### src/rtl/p_hit_sched.sv
// Per-ray triangle scheduler for p_hit_1: streams triangles in, retires t results in order, keeps the nearest hit.
// Optional macro P_HIT_SCHED_TMAX_EN adds a per-ray t_max input as upper bound and initial t_min.
module p_hit_sched #(
    parameter int unsigned        D_BITS          = 32,
    parameter int unsigned        Q_BITS          = 16,
    parameter int unsigned        IDX_BITS        = 10,
    parameter int unsigned        MAX_OUTSTANDING = 8,
    parameter logic [D_BITS-1:0]  T_EPS           = D_BITS'(64)
) (
    input  logic                         clock,
    input  logic                         reset,
    input  logic                         ray_valid,
    output logic                         ray_ready,
    input  logic [2:0][D_BITS-1:0]       origin,
    input  logic [2:0][D_BITS-1:0]       dir,
    input  logic [IDX_BITS:0]            num_tris,
`ifdef P_HIT_SCHED_TMAX_EN
    input  logic [D_BITS-1:0]            t_max,
`endif
    output logic [IDX_BITS-1:0]          tri_addr,
    output logic                         tri_rd_en,
    input  logic [2:0][D_BITS-1:0]       tri_normal,
    input  logic [2:0][D_BITS-1:0]       tri_v0,
    output logic [2:0][D_BITS-1:0]       ph_tri_normal,
    output logic [2:0][D_BITS-1:0]       ph_v0,
    output logic [2:0][D_BITS-1:0]       ph_origin,
    output logic [2:0][D_BITS-1:0]       ph_dir,
    output logic                         ph_wr_en,
    input  logic [1:0]                   ph_in_full,
    input  logic [D_BITS-1:0]            ph_out,
    input  logic                         ph_out_empty,
    output logic                         ph_out_rd_en,
    output logic                         result_valid,
    input  logic                         result_ack,
    output logic                         hit,
    output logic [D_BITS-1:0]            t_min,
    output logic [IDX_BITS-1:0]          tri_idx_min
);

    localparam int unsigned        CNT_W     = IDX_BITS + 1;
    localparam logic [D_BITS-1:0]  T_MAX_POS = {1'b0, {(D_BITS-1){1'b1}}};

    // Outstanding count must fit in p_hit_1's output FIFO; t needs an integer part.
    if (MAX_OUTSTANDING > 16 || Q_BITS >= D_BITS) begin : g_cfg_err
        $error("p_hit_sched: unsupported parameter combination");
    end

    typedef enum logic [2:0] {
        S_IDLE,
        S_READ,
        S_ISSUE,
        S_DRAIN,
        S_DONE
    } state_t;

    state_t                    r_state;
    state_t                    w_state_nxt;
    logic [CNT_W-1:0]          r_iss_idx;
    logic [CNT_W-1:0]          r_ret_idx;
    logic [CNT_W-1:0]          r_num_tris;
    logic [2:0][D_BITS-1:0]    r_origin;
    logic [2:0][D_BITS-1:0]    r_dir;
    logic                      r_hit;
    logic [D_BITS-1:0]         r_t_min;
    logic [IDX_BITS-1:0]       r_idx_min;
    logic [D_BITS-1:0]         w_t_hi;

    logic [CNT_W-1:0]          w_outst;
    logic [CNT_W-1:0]          w_iss_inc;
    logic                      w_accept;
    logic                      w_retire_en;
    logic                      w_pop;
    logic                      w_take;
    logic                      w_ray_ready;
    logic                      w_tri_rd_en;
    logic                      w_ph_wr_en;
    logic                      w_result_valid;

`ifdef P_HIT_SCHED_TMAX_EN
    logic [D_BITS-1:0]         r_t_max;
    assign w_t_hi = r_t_max;
`else
    assign w_t_hi = T_MAX_POS;
`endif

    assign w_outst   = r_iss_idx - r_ret_idx;
    assign w_iss_inc = r_iss_idx + CNT_W'(1);
    assign w_accept  = (r_state == S_IDLE) && ray_valid;

    // In-order retire; a result is only popped while a ray owns entries in p_hit_1.
    assign w_pop  = w_retire_en && !ph_out_empty && (r_ret_idx < r_num_tris);
    assign w_take = w_pop
                 && ($signed(ph_out) >= $signed(T_EPS))
                 && ($signed(ph_out) <  $signed(r_t_min))
                 && ($signed(ph_out) <  $signed(w_t_hi));

    always_ff @(posedge clock) begin
        if (reset) begin
            r_state <= S_IDLE;
        end else begin
            r_state <= w_state_nxt;
        end
    end

    always_comb begin
        w_state_nxt    = r_state;
        w_ray_ready    = 1'b0;
        w_tri_rd_en    = 1'b0;
        w_ph_wr_en     = 1'b0;
        w_result_valid = 1'b0;
        w_retire_en    = 1'b0;
        case (r_state)
            S_IDLE: begin
                w_ray_ready = 1'b1;
                if (ray_valid) begin
                    w_state_nxt = (num_tris != '0) ? S_READ : S_DONE;
                end
            end
            S_READ: begin
                w_retire_en = 1'b1;
                if (w_outst < CNT_W'(MAX_OUTSTANDING)) begin
                    w_tri_rd_en = 1'b1;
                    w_state_nxt = S_ISSUE;
                end
            end
            S_ISSUE: begin
                // Memory data is held until the next read, so stalling here is safe.
                w_retire_en = 1'b1;
                if (ph_in_full == 2'b00) begin
                    w_ph_wr_en  = 1'b1;
                    w_state_nxt = (w_iss_inc < r_num_tris) ? S_READ : S_DRAIN;
                end
            end
            S_DRAIN: begin
                w_retire_en = 1'b1;
                if (r_ret_idx == r_num_tris) begin
                    w_state_nxt = S_DONE;
                end
            end
            S_DONE: begin
                w_result_valid = 1'b1;
                if (result_ack) begin
                    w_state_nxt = S_IDLE;
                end
            end
            default: w_state_nxt = S_IDLE;
        endcase
    end

    // Ray latch, issue/retire counters and nearest-hit tracking.
    always_ff @(posedge clock) begin
        if (reset) begin
            r_iss_idx  <= '0;
            r_ret_idx  <= '0;
            r_num_tris <= '0;
            r_origin   <= '0;
            r_dir      <= '0;
            r_hit      <= 1'b0;
            r_t_min    <= T_MAX_POS;
            r_idx_min  <= '0;
`ifdef P_HIT_SCHED_TMAX_EN
            r_t_max    <= T_MAX_POS;
`endif
        end else if (w_accept) begin
            r_iss_idx  <= '0;
            r_ret_idx  <= '0;
            r_num_tris <= num_tris;
            r_origin   <= origin;
            r_dir      <= dir;
            r_hit      <= 1'b0;
            r_idx_min  <= '0;
`ifdef P_HIT_SCHED_TMAX_EN
            r_t_max    <= t_max;
            r_t_min    <= t_max;
`else
            r_t_min    <= T_MAX_POS;
`endif
        end else begin
            if (w_ph_wr_en) begin
                r_iss_idx <= w_iss_inc;
            end
            if (w_pop) begin
                r_ret_idx <= r_ret_idx + CNT_W'(1);
            end
            if (w_take) begin
                r_t_min   <= ph_out;
                r_idx_min <= r_ret_idx[IDX_BITS-1:0];
                r_hit     <= 1'b1;
            end
        end
    end

    assign ray_ready     = w_ray_ready;
    assign tri_rd_en     = w_tri_rd_en;
    assign tri_addr      = r_iss_idx[IDX_BITS-1:0];
    assign ph_wr_en      = w_ph_wr_en;
    assign ph_out_rd_en  = w_pop;
    assign ph_tri_normal = tri_normal;
    assign ph_v0         = tri_v0;
    assign ph_origin     = r_origin;
    assign ph_dir        = r_dir;
    assign result_valid  = w_result_valid;
    assign hit           = r_hit;
    assign t_min         = r_t_min;
    assign tri_idx_min   = r_idx_min;

endmodule

### config.mk
export PLATFORM = sky130hd
export DESIGN_NAME = p_hit_sched
export DESIGN_NICKNAME = d
export VERILOG_FILES = /design/src/rtl/p_hit_sched.sv
export SDC_FILE = /design/constraint.sdc
export NUM_CORES = 1
export LEC_CHECK = 0
export CELL_PAD_IN_SITES_DETAIL_PLACEMENT = 1
export CELL_PAD_IN_SITES_GLOBAL_PLACEMENT = 2
export CORE_AREA = 8 8 335 337
export DETAILED_ROUTE_END_ITERATION = 8
export DIE_AREA = 0 0 343 345
export GPL_TIMING_DRIVEN = 0
export PLACE_DENSITY = 0.65
export SLEW_MARGIN = 10
export SYNTH_ARGS = -nofsm -noshare
export SYNTH_HDL_FRONTEND = slang
export SYNTH_SLANG_ARGS = --single-unit
### constraint.sdc
create_clock -name clock -period 3.1 [get_ports clock]
set_input_delay 0.31 -clock clock [delete_from_list [all_inputs] [get_ports clock]]
set_output_delay 0.31 -clock clock [all_outputs]
set_load 0.02 [all_outputs]
# == After elaboration in Yosys (flattened, before gate mapping) ==
# Index checks and enable logic that the tools add are counted.
# word_totals
regBits,271
latchBits,0
mem_bits_rw,0
rom_bits,0
inputBits,434
output_inout_bits,442
mem_count,0
# op_classes
addsub,3
mul,0
div,0
order_cmp,6
eq_ne,10
n_shift,0
n_mux,15
bitwise_logic,0
n_reduce_logical,13
# op_table
cell,count
$ge A32 B8 Y1 const B,1
$lt A32 B32 Y1,1
$lt A32 B32 Y1 const B,1
$add A11 B1 Y11 const B,2
$lt A11 B11 Y1,2
$mux W3,6
$pmux W3 S5,1
$eq A11 B11 Y1,1
$lt A11 B4 Y1 const B,1
$reduce_bool A11 Y1,1
$sub A11 B11 Y11,1
$ne A2 B2 Y1 const B,5
$mux W1,7
$eq A3 B2 Y1 const B,2
$logic_and A1 B1 Y1,6
$reduce_and A5 Y1,1
$eq A3 B1 Y1 const B,1
$eq A3 B3 Y1 const B,1
$logic_not A3 Y1,1
$reduce_or A3 Y1,1
$logic_not A2 Y1,1
$mux W2,1
$reduce_or A2 Y1,1
$logic_not A1 Y1,1

# == Depth between registers and ports, before layout ==
# Gate-level depths: netlist (run 1).
# depth
depth_word,8
depth_mapped,11
depth_no_buf,11

# == Worst setup path after synthesis (run 1) ==
# Ideal clock, no wire load.
# synth_timing
path_kind,register -> output
start,register r_ret_idx[2]
end,output port tri_rd_en
t_arrival_ns,2.166
slack_ns,0.624
stages_incl_launch_ff,9
cell_sequence,dfxtp_1 > inv_1 > ha_1 > a21o_1 > a31o_2 > a21oi_1 > xnor2_1 > nand4_1 > nor3_1
# synth_between
elab_chain_cells,4
# synth_rtl
item,line,rtl
"start, declared",59,logic [CNT_W-1:0] r_ret_idx;
"start signal, assigned",183,r_ret_idx <= r_ret_idx + CNT_W'(1);
$sub A11 B11 Y11,86,assign w_outst = r_iss_idx - r_ret_idx;
$lt A11 B4 Y1,121,if (w_outst < CNT_W'(MAX_OUTSTANDING)) begin
$mux W1,121,
$mux W1,112,case (r_state)
"end, declared",21,"output logic tri_rd_en,"
# No other way between the ends.

# == Final worst setup path (run 1) ==
# layout_timing
start,register r_ret_idx[4]
end,output port tri_rd_en
# Same word-level chain as after synthesis.

==> results.md, run 1 <==
* Die height at 345 um
* Final Max Tran Viols at 0
* Asr flop ratio synth at 0%
* Ys flop type: dfxtp_1
* Synth Warn # at 0
* Final HPWL DP at 61700 um
* Worst R2R Path Depth at 9
* IO Pins at 876
* Routed vias at 13810
* CP endpoint kind: output pin
* Port Buffers at 682
* Worst Skew at 0.0348 ns
* ANT nets after route at 0
* Unrepaired setup endpoints after global routing: true
* Post-synth top area cell: dfxtp_1
* Register area share after synthesis at 40.8%
* VDD IR-drop max at ~0.39 mV
* Hold path startpoint: dir[51]
* Final Hold Fails at 0
* # DRC at 0
* Max_slew headroom at 30.1%
* Layout cell share with drive strength beyond 1 at 15.8%
* Mapped Area at 0.0133 mm^2
* Period Utilization, post-route at 97.9%
* Core area at 0.107 mm^2
* Initial antenna violation count at 18
* Top-count cell post-synth: nand2_1
* Critical Path AT at 2.72 ns
* Top cells by area, synth: dfxtp_1 (41%), nand2_1 (12%), buf_4 (11%)
* Sink Count at 271
* Die width at about 340 um
* Mapped Nets at 2143
* Worst slack, placed at -0.533 ns
* Nets at 2871
* Leakage power at 9.06 nW
* Critical path class: flop to output pin
* Skew-Pair Late Insertion Delay at 0.59 ns
* Hold Crit Class: input port to flop
* Final setup fails at 0
* Final worst slack at 0.0654 ns
* CTS tree: yes
* Hold Path Depth at 3
* Average wire per standard cell at 19.5 um
* Global-route wire length before repair at 105000 um
* Worst-margin pin slew at 1.05 ns
* GRT Residual Overflow at 0
* Worst r2r src: t_min[31]$_SDFFE_PP0P_
* Clock-pin slew on the worst setup and hold paths at about 0.06 ns
* Synth Register Bits at 271
* Max_cap viols at 0
* Area grow syn2layout at 76.3%
* Critical path startpoint category: flop
* Initial DRC count at roughly 440
* H-tree depth at 2
* Outcome: complete, no violations
* Via density at 3.62
* RR Endpoint: tri_idx_min[7]$_SDFFE_PP0P_
* Hold Path End: ph_dir[51]$_SDFFE_PP0P_
* Clock buffer count from CTS at 40
* Placer Congestion at just under 0.8
* First-pass DRT Iterations at 4
* Most instantiated cells after synthesis: nand2_1 (439), dfxtp_1 (271), a21oi_1 (230)
* Syn Inst Count at 1646
* WP data required at 2.79 ns
* Longest Clk Path Bufs at 3
* Total track usage at 12.0%
* WHS at 0.267 ns
* Pwr dens at 636 mW/mm^2
* Min Clock Period, post-route at 3.03 ns
* Fillers at 12595
* Post-synth EDFFs at 0
* Fmax at 0.330 GHz
* Root Buffer: clkbuf_16
* Synth cell types at 53
* Row count at 120
* Syn avg cell area at roughly 8 um^2
* Initial core utilization at 12.5%
* Worst R2R Setup Slack at roughly 0.34 ns
* Die ar. at around 0.12 mm^2
* Area fraction of the dominant cell type after synthesis at 40.8%
* Routed WL at 74300 um
* CP max FO at 7
* Vias in the first global route at 14563
* Largest net degree at the start of global routing at 12
[layout by cell type, fill, tap and decap left out, types with 10 or more instances in the layout]
master | synthesis | layout
inv_1 | 59 | 58
clkbuf_8 | 0 | 10
nor4_1 | 16 | 16
xnor2_1 | 14 | 14
ha_1 | 63 | 59
a211oi_2 | 28 | 28
xor2_1 | 17 | 17
a21oi_1 | 230 | 228
dfxtp_1 | 271 | 263
nor2_1 | 38 | 37
o21ai_0 | 11 | 10
o31ai_2 | 10 | 11
clkbuf_1 | 58 | 63
clkbuf_16 | 0 | 41
a31oi_1 | 33 | 33
nand2_1 | 439 | 439
buf_2 | 30 | 29
nand4_1 | 28 | 28
buf_4 | 203 | 209
clkdlybuf4s50_1 | 0 | 679
[worst max-delay path: stages, from the launching register on]
cell and delay (ns):
dfxtp_4 0.37, inv_1 0.10, ha_2 0.31, a21o_1 0.18, o21ai_1 0.15, o211ai_1 0.13, a31oi_1 0.20, nand4_1 0.11
buf_4 0.18, nor3_4 0.25, buf_6 0.17
[what timing repair did]
item                       4_1_cts  5_1_grt
pin swaps                        3        1
gates resized for setup         30       20
cloned                           0        0
setup endpoints to repair        6      141
hold endpoints to repair         0        0
hold buffers                     0        0
setup buffers                    4        1
[per-stage QoR]
stage	cells	instance area, um^2	TNS (ns)	total power [mW]	utilization, %
2_1_floorplan	1646	13300	0	7.23	-
3_3_place_gp	3731	21900	-4.84	10.1	20.5
3_5_place_dp	3731	21900	-5.27	10.2	20.5
4_1_cts	3808	23400	-0.0916	15.4	21.9
5_1_grt	3809	23400	-0.157	15.9	22.0
6_report	3814	23400	0	14.9	22.0
[how the worst max path moves through the flow]
stage	from	end	slack [ns]	cells past startpoint
floorplan	r_ret_idx[2]$_SDFFE_PP0P_	tri_rd_en	0.62	8
global placement	r_ret_idx[4]$_SDFFE_PP0P_	tri_rd_en	-0.57	9
detailed placement	r_ret_idx[4]$_SDFFE_PP0P_	tri_rd_en	-0.53	9
CTS	r_ret_idx[2]$_SDFFE_PP0P_	tri_rd_en	-0.09	9
global route	r_ret_idx[4]$_SDFFE_PP0P_	tri_rd_en	-0.16	10
finish	r_ret_idx[4]$_SDFFE_PP0P_	tri_rd_en	0.07	10
[power breakdown]
group / internal [mW] / switching (mW) / leakage, nW / total (mW)
combinational: 2.28 / 3.43 / 6.16 / 5.71
sequential: 4.01 / 0.285 / 2.22 / 4.30
clock: 3.02 / 1.89 / 0.683 / 4.91
[logic make-up (layout without fill, tap and decap cells)]
logic type,after synthesis,after routing,synth area share [%]
buffers and inverters,357,1116,16.5
muxes,2,2,0.151
xor gates and xnor gates,31,31,2.04
DFF,271,271,40.8
and+or+nand+nor,570,570,18.0
adders and majority gates,63,63,5.93
other,0,6,0
AOI/OAI and AO/OA,352,352,16.6
[routing by layer]
metal	wire, um	track usage, %	vias up	part of all wire (%)
met2	35000	20.2	458	47
met3	7730	5.38	75	10
met1	30100	13.8	6471	41
met5	89	0	-	0.12
li1	-	-	6792	-
met4	1380	2.60	14	1.9
[registers in the layout, indices dropped and copies added (netlist names)]
signal       cells
hit              1
ph_dir          96
ph_origin       96
r_iss_idx       11
r_num_tris      11
r_ret_idx       11
r_state          3
t_min           32
tri_idx_min     10
[cell type report]
cell class	count	area, um^2	share of cell area [%]
Antenna cell	6	15.0	0.0640
Buffer	297	1970	8.42
Clock buffer	60	1200	5.11
Clock inverter	13	210	0.897
Inverter	59	221	0.945
Multi-Input combinational cell	1018	5770	24.6
Sequential cell	271	5440	23.2
Tap cell	1403	1760	7.49
Timing Repair Buffer	687	6860	29.3
Power figures use the tool's default switching activity.
==> run 2, diff against run 1 <==
Settings changed: CAP_MARGIN from default to 25, CELL_PAD_IN_SITES_DETAIL_PLACEMENT 1 to default, CELL_PAD_IN_SITES_GLOBAL_PLACEMENT 2 to default, CORE_AREA 8 8 335 337 to 8 8 332 334, DIE_AREA 0 0 343 345 to 0 0 340 342, PLACE_DENSITY 0.65 to 0.43.
==> run 2 against run 1 <==
Net effect:
- via count decreased by 0.42%
- utilization grew 0.33 points
- critical path depth down 1
- sequential cell count unchanged
- final area decreased by 0.33%
- clock skew decreased by 0.0076 ns
- combinational power up 2%
- critical path type unchanged
- largest power group unchanged
==> results.md, run 2 (synthesized netlist as in run 1, its figures left out) <==
* Unrepaired setup endpoints after global routing: true
* Min Clock Period, post-route at 3.05 ns (+0.0116 ns)
* Skew-Pair Late Insertion Delay at 0.60 ns (about the same)
* Average wire per standard cell at 19.4 um (-0.18%)
* CP max FO at 5 (-2)
* Final HPWL DP at 61600 um (-0.30%)
* Worst R2R Path Depth at 8 (-1)
* Area grow syn2layout at 75.7%
* Outcome: complete, no violations
* Initial antenna violation count at 15 (-3)
* Final Util at 22.3% (+0.33 points)
* Slowest CP cell: dfxtp_4
* Multi-input logic area at 0.00578 mm^2 (+0.11%)
* Die ar. at 0.116 mm^2 (-1.7%)
* ANT nets after route at 0 (unchanged)
* Clock buffer count from CTS at 40 (unchanged)
* Layout cell share with drive strength beyond 1 at 15.6% (-0.23 points)
* Fillers at 11650 (-7.5%)
* Core area at 0.105 mm^2 (-1.8%)
* Final worst slack at 0.0537 ns (-0.0116 ns)
* CP max stage delay at 0.36 ns (about the same)
* Routed vias at 13752 (-0.42%)
* Critical path startpoint category: flop
* Root Buffer: clkbuf_16
* Nets at 2870 (-0.035%)
* Crit-path leading delay family: compound AO/OA/AOI/OAI gates
* Worst-margin pin slew at 1.06 ns (+0.0130 ns)
* CP endpoint kind: output pin
* Sink Count at 271 (unchanged)
* Initial core utilization at 12.7% (+0.23 points)
* Leakage power at 9.02 nW (-0.42%)
* Critical path class: flop to output pin
* Final Hold Fails at 0 (unchanged)
* Placer Congestion at 0.816 (+5.3%)
* Cells along the critical path: inv_2, ha_4, a21o_1, a31o_2, a21oi_1, xor2_1, nand4_1, nor3_2, buf_6
* Row count at 119 (-0.83%)
* First-pass DRT Iterations at 5 (+1)
* Routed WL at 73900 um (-0.47%)
* Worst Skew at 0.0273 ns (-0.00758 ns)
* Initial DRC count at 496 (+14%)
* Hold Path Depth at 3 (unchanged)
* FF+latch area at 0.00544 mm^2 (about the same)
* Crit. path cell count at 9 (-1)
* Period Utilization, post-route at 98.3% (+0.38 points)
* Largest net degree at the start of global routing at 13 (+1)
* Final setup fails at 0 (unchanged)
* Hold Crit Class: input port to flop
* IO Pins at 876 (unchanged)
* Fmax at 0.328 GHz (-0.38%)
* Max_cap viols at 0 (unchanged)
* Pwr dens at 632 mW/mm^2 (-0.66%)
* Port Buffers at 682 (unchanged)
* Max_slew headroom at 28.6% (-1.5 points)
* Worst slack, placed at -0.294 ns (+0.240 ns)
* Global-route wire length before repair at 104000 um (-1.8%)
* Vias in the first global route at 14262 (-2.1%)
* CP Buf/Inv Count at 2 (-1)
* Die height at 342 um (-0.87%)
* GRT Residual Overflow at 0 (unchanged)
* Via density at 3.62 (-0.13%)
* WP data required at 2.79 ns (about the same)
* # DRC at 0 (unchanged)
* Clock-pin slew on the worst setup and hold paths at 0.06 ns (about the same)
* Critical Path AT at 2.74 ns (+0.02 ns)
* VDD IR-drop max at 0.383 mV (-1.5%)
* Longest Clk Path Bufs at 3 (unchanged)
* Cts hold-fix bufs at 0 (unchanged)
* Total track usage at 12.0% (+0.014 points)
* Most common cell after layout, fill and taps aside: clkdlybuf4s50_1
* CTS tree: yes
* Most frequent cells in the layout: clkdlybuf4s50_1 (679), nand2_1 (439), dfxtp_1 (264)
* H-tree depth at 2 (unchanged)
* Die width at 340 um (-0.87%)
* Final Max Tran Viols at 0 (unchanged)
[run 2: path summary, 6_finish.rpt]
| check | startpoint | end | slack, ns |
|---|---|---|---|
| worst min-delay path | dir[40] | ph_dir[40]$_SDFFE_PP0P_ | 0.25 |
| worst max-delay path | r_ret_idx[2]$_SDFFE_PP0P_ | tri_rd_en | 0.05 |
| worst max register to register | r_state[1]$_SDFFE_PP0P_ | ph_origin[46]$_SDFFE_PP0P_ | 0.31 |
| worst min register to register | ph_dir[26]$_SDFFE_PP0P_ | ph_dir[26]$_SDFFE_PP0P_ | 0.45 |
[run 2: power breakdown]
| part | internal [mW] | switching, mW |
|---|---|---|
| Sequential | 4.02 | 0.311 |
| Clock | 2.72 | 1.93 |
| Combinational | 2.24 | 3.55 |
[run 2: area by class of cell]
cell class	instances	area share, %
antenna	10	0.107
buffer	298	8.46
clock buffer	53	4.75
clock inverter	18	0.932
inverter	59	0.948
multi-input combinational	1018	24.7
sequential	271	23.3
tap	1391	7.45
timing repair buffer	685	29.4
[run 2: worst min-delay path, cell delays in order]
cell and delay [ns]:
clkdlybuf4s50_1 0.39, nand2_1 0.05, a21oi_1 0.05
[run 2: metal layers]
layer | up-vias | wire length, um | global-route usage [%]
li1 | 6798 | - | -
met3 | 89 | 6780 | 5.02
met1 | 6361 | 31300 | 14.4
met5 | - | 71 | 0
met2 | 492 | 34000 | 19.4
met4 | 12 | 1870 | 3.58
[run 2: stage by stage]
stage,power (mW),cells,setup TNS (ns),area [um^2],hold WS (ns)
after floorplan,7.23,1646,0,13300,0.436
after global placement,10.3,3719,-1.90,21900,0.441
after detailed placement,10.3,3721,-1.85,21900,0.446
after CTS,15.2,3793,-0.0785,23300,0.193
after global routing,15.7,3798,-0.0875,23400,0.224
final,14.8,3803,0,23400,0.253
[run 2: repair_timing]
item	4_1_cts	5_1_grt
endpoints found under the setup margin	3	62
gates resized for setup	19	26
pin swaps	3	2
buffers inserted	1	0
==> run 3, diff against run 2 <==
Settings changed: CTS_BUF_LIST from default to sky130_fd_sc_hd__clkbuf_16.
==> run 3 against run 2 <==
Net effect:
- worst setup slack worse by 0.00094 ns
- combinational power is essentially flat
- clock-buffer cell count decreased by 13
- die area unchanged
- sequential cell count unchanged
- register-to-register slack is essentially flat
- non-clock buffer count unchanged
- routed wire length barely moved
- clock power shrank 4%
- critical path depth is the same
- clock skew about the same
- sequential power barely moved
==> results.md, run 3 (synthesized netlist as in run 1, its figures left out) <==
* Outcome: complete, no violations
* Period Utilization, post-route at 98.3% (about the same)
* Worst-margin pin slew at 1.06 ns (-0.000119 ns)
* Unrepaired setup endpoints after global routing: true
* Clock-pin slew on the worst setup and hold paths at 0.06 ns (about the same)
* Die height at 342 um (unchanged)
* Final HPWL DP at 61600 um (unchanged)
* Layout cell share with drive strength beyond 1 at 15.4% (-0.25 points)
* VDD IR-drop max at 0.383 mV (about the same)
* Critical path class: flop to output pin
* Row count at 119 (unchanged)
* Initial core utilization at 12.7% (unchanged)
* Finished Cell Area at 0.0233 mm^2 (-0.27%)
* Area grow syn2layout at 75.3%
* First-pass DRT Iterations at 5 (unchanged)
* Final Max Tran Viols at 0 (unchanged)
* # DRC at 0 (unchanged)
* Multi-input logic area at 0.00578 mm^2 (unchanged)
* Fmax at 0.328 GHz (about the same)
* Cell Area, Placed at 0.0219 mm^2 (unchanged)
* Die width at 340 um (unchanged)
* Placer Congestion at 0.816 (unchanged)
* CP Buf/Inv Count at 2 (unchanged)
* IO Pins at 876 (unchanged)
* Port Buffers at 682 (unchanged)
* Cell-internal power at 8.81 mW (-1.9%)
* Sw frac at 39.6% (+0.45 points)
* Cell Count Post-Placement at 3721 (unchanged)
* Routed wl met2 at 34000 um (+0.22%)
* CP max FO at 5 (unchanged)
* Global-route wire length before repair at 104000 um (about the same)
* ANT nets after route at 0 (unchanged)
* Fillers at 11655 (+0.043%)
* CP max stage delay at 0.36 ns (about the same)
* Routed WL at 73900 um (about the same)
* Slowest CP cell: dfxtp_4
* Min Clock Period, post-route at 3.05 ns (+0.000943 ns)
* Final Hold Fails at 0 (unchanged)
* Worst Skew at 0.0272 ns (-0.0000631 ns)
* Skew-Pair Late Insertion Delay at 0.60 ns (about the same)
* Routed vias at 13756 (+0.029%)
* Final setup fails at 0 (unchanged)
* Average wire per standard cell at 19.4 um (about the same)
* Worst slack, placed at -0.294 ns (unchanged)
* Final worst slack at 0.0528 ns (-0.000943 ns)
* Sink Count at 271 (unchanged)
* Clock buffer count from CTS at 40 (unchanged)
* Pwr dens at 626 mW/mm^2 (-0.93%)
* Root Buffer: clkbuf_16
* Crit-path leading delay family: compound AO/OA/AOI/OAI gates
* H-tree depth at 2 (unchanged)
* WP data required at 2.79 ns (about the same)
* Cells along the critical path: inv_2, ha_4, a21o_1, a31o_2, a21oi_1, xor2_1, nand4_1, nor3_2, buf_6
* Core area at 0.105 mm^2 (unchanged)
* Largest net degree at the start of global routing at 13 (unchanged)
* Most frequent cells in the layout: clkdlybuf4s50_1 (679), nand2_1 (439), dfxtp_1 (264)
* Most common cell after layout, fill and taps aside: clkdlybuf4s50_1
* Initial DRC count at 482 (-2.8%)
* Leakage power at 9.01 nW (about the same)
* Top layer in use: met5
* Part of the power in combinational logic at 39.7% (+0.5 points)
* Hold Crit Class: input port to flop
* Initial antenna violation count at 15 (unchanged)
* FF+latch area at 0.00544 mm^2 (unchanged)
* Nets at 2870 (unchanged)
* Critical Path AT at 2.74 ns (about the same)
* Die ar. at 0.116 mm^2 (unchanged)
* Max_slew headroom at 28.6% (about the same)
* Critical path startpoint category: flop
* Met3 wire len at 6700 um (-1.1%)
* CTS tree: yes
* Vias in the first global route at 14259 (-0.021%)
* Max_cap viols at 0 (unchanged)
* Clock power share at 30.6% (-0.9 points)
* Non-Filler Instances at 3802 (-0.026%)
* Via density at 3.62 (about the same)
* Cts hold-fix bufs at 0 (unchanged)
* Sequential fraction of design power at 29.6% (+0.3 points)
* Longest Clk Path Bufs at 3 (unchanged)
* M1 wire length at 31300 um (about the same)
* CP endpoint kind: output pin
* P_sw at 5.79 mW (about the same)
* GRT Residual Overflow at 0 (unchanged)
* Total track usage at 12.0% (about the same)
==> run 3: changes by cell type in the layout (fill, tap and decap cells not counted), sizes merged <==
| cell | delta |
|---|---|
| inv | +7 |
| clkbuf | -13 |
| diode | -1 |
| clkinv | +6 |
==> run 3: worst paths after layout <==
path / slack [ns] / endpoint / cells after the start / from
worst max-delay path: 0.05 / tri_rd_en / 9 / r_ret_idx[2]$_SDFFE_PP0P_
worst min-delay path: 0.25 / ph_dir[40]$_SDFFE_PP0P_ / 3 / dir[40]
worst max register to register: 0.30 / ph_origin[46]$_SDFFE_PP0P_ / 8 / r_state[1]$_SDFFE_PP0P_
worst min register to register: 0.45 / ph_dir[26]$_SDFFE_PP0P_ / 2 / ph_dir[26]$_SDFFE_PP0P_
==> run 3: metal layers <==
layer  track usage, %  up-vias
li1                 -     6794
met1             14.4     6381
met2             19.4      481
met3             5.03       88
met4             3.58       12
met5                0        -
==> run 3: final cells by class <==
class	count	area share (%)
antenna	9	0.0966
buffer	298	8.49
clock buffer	40	4.29
clock inverter	31	1.14
inverter	59	0.950
multi-input combinational	1018	24.8
sequential	271	23.3
tap	1391	7.47
timing repair buffer	685	29.5
==> run 3: per-stage QoR <==
step           utilization (%)  setup TNS, ns  hold slack (ns)  total power [mW]
6_report                  22.3              0            0.252              14.6
5_1_grt                   22.3        -0.0875            0.223              15.5
4_1_cts                   22.2        -0.0785            0.193              15.0
3_5_place_dp              20.9          -1.85            0.446              10.3
3_3_place_gp              20.9          -1.90            0.441              10.3
2_1_floorplan                -              0            0.436              7.23
==> run 3: power groups by stage <==
stage	Clock, mW	Combinational (mW)	Sequential (mW)
floorplan	0	2.33	4.90
global placement	0	5.91	4.38
detailed placement	0	5.87	4.39
CTS	4.71	5.93	4.33
global route	4.83	6.30	4.39
finish	4.47	5.80	4.33
==> run 3: timing repair <==
| action | 4_1_cts | 5_1_grt |
|---|---|---|
| hold endpoints to repair | 0 | 0 |
| pin swaps | 3 | 2 |
| gates resized for setup | 19 | 26 |
| setup buffers | 1 | 0 |
| endpoints found under the setup margin | 3 | 62 |
==> run 3: worst min-delay path: cells and delay by family <==
kind / cells / cell delay (ns)
simple gates: 1 / 0.05
buf+inv: 1 / 0.39
compound gates: 1 / 0.05
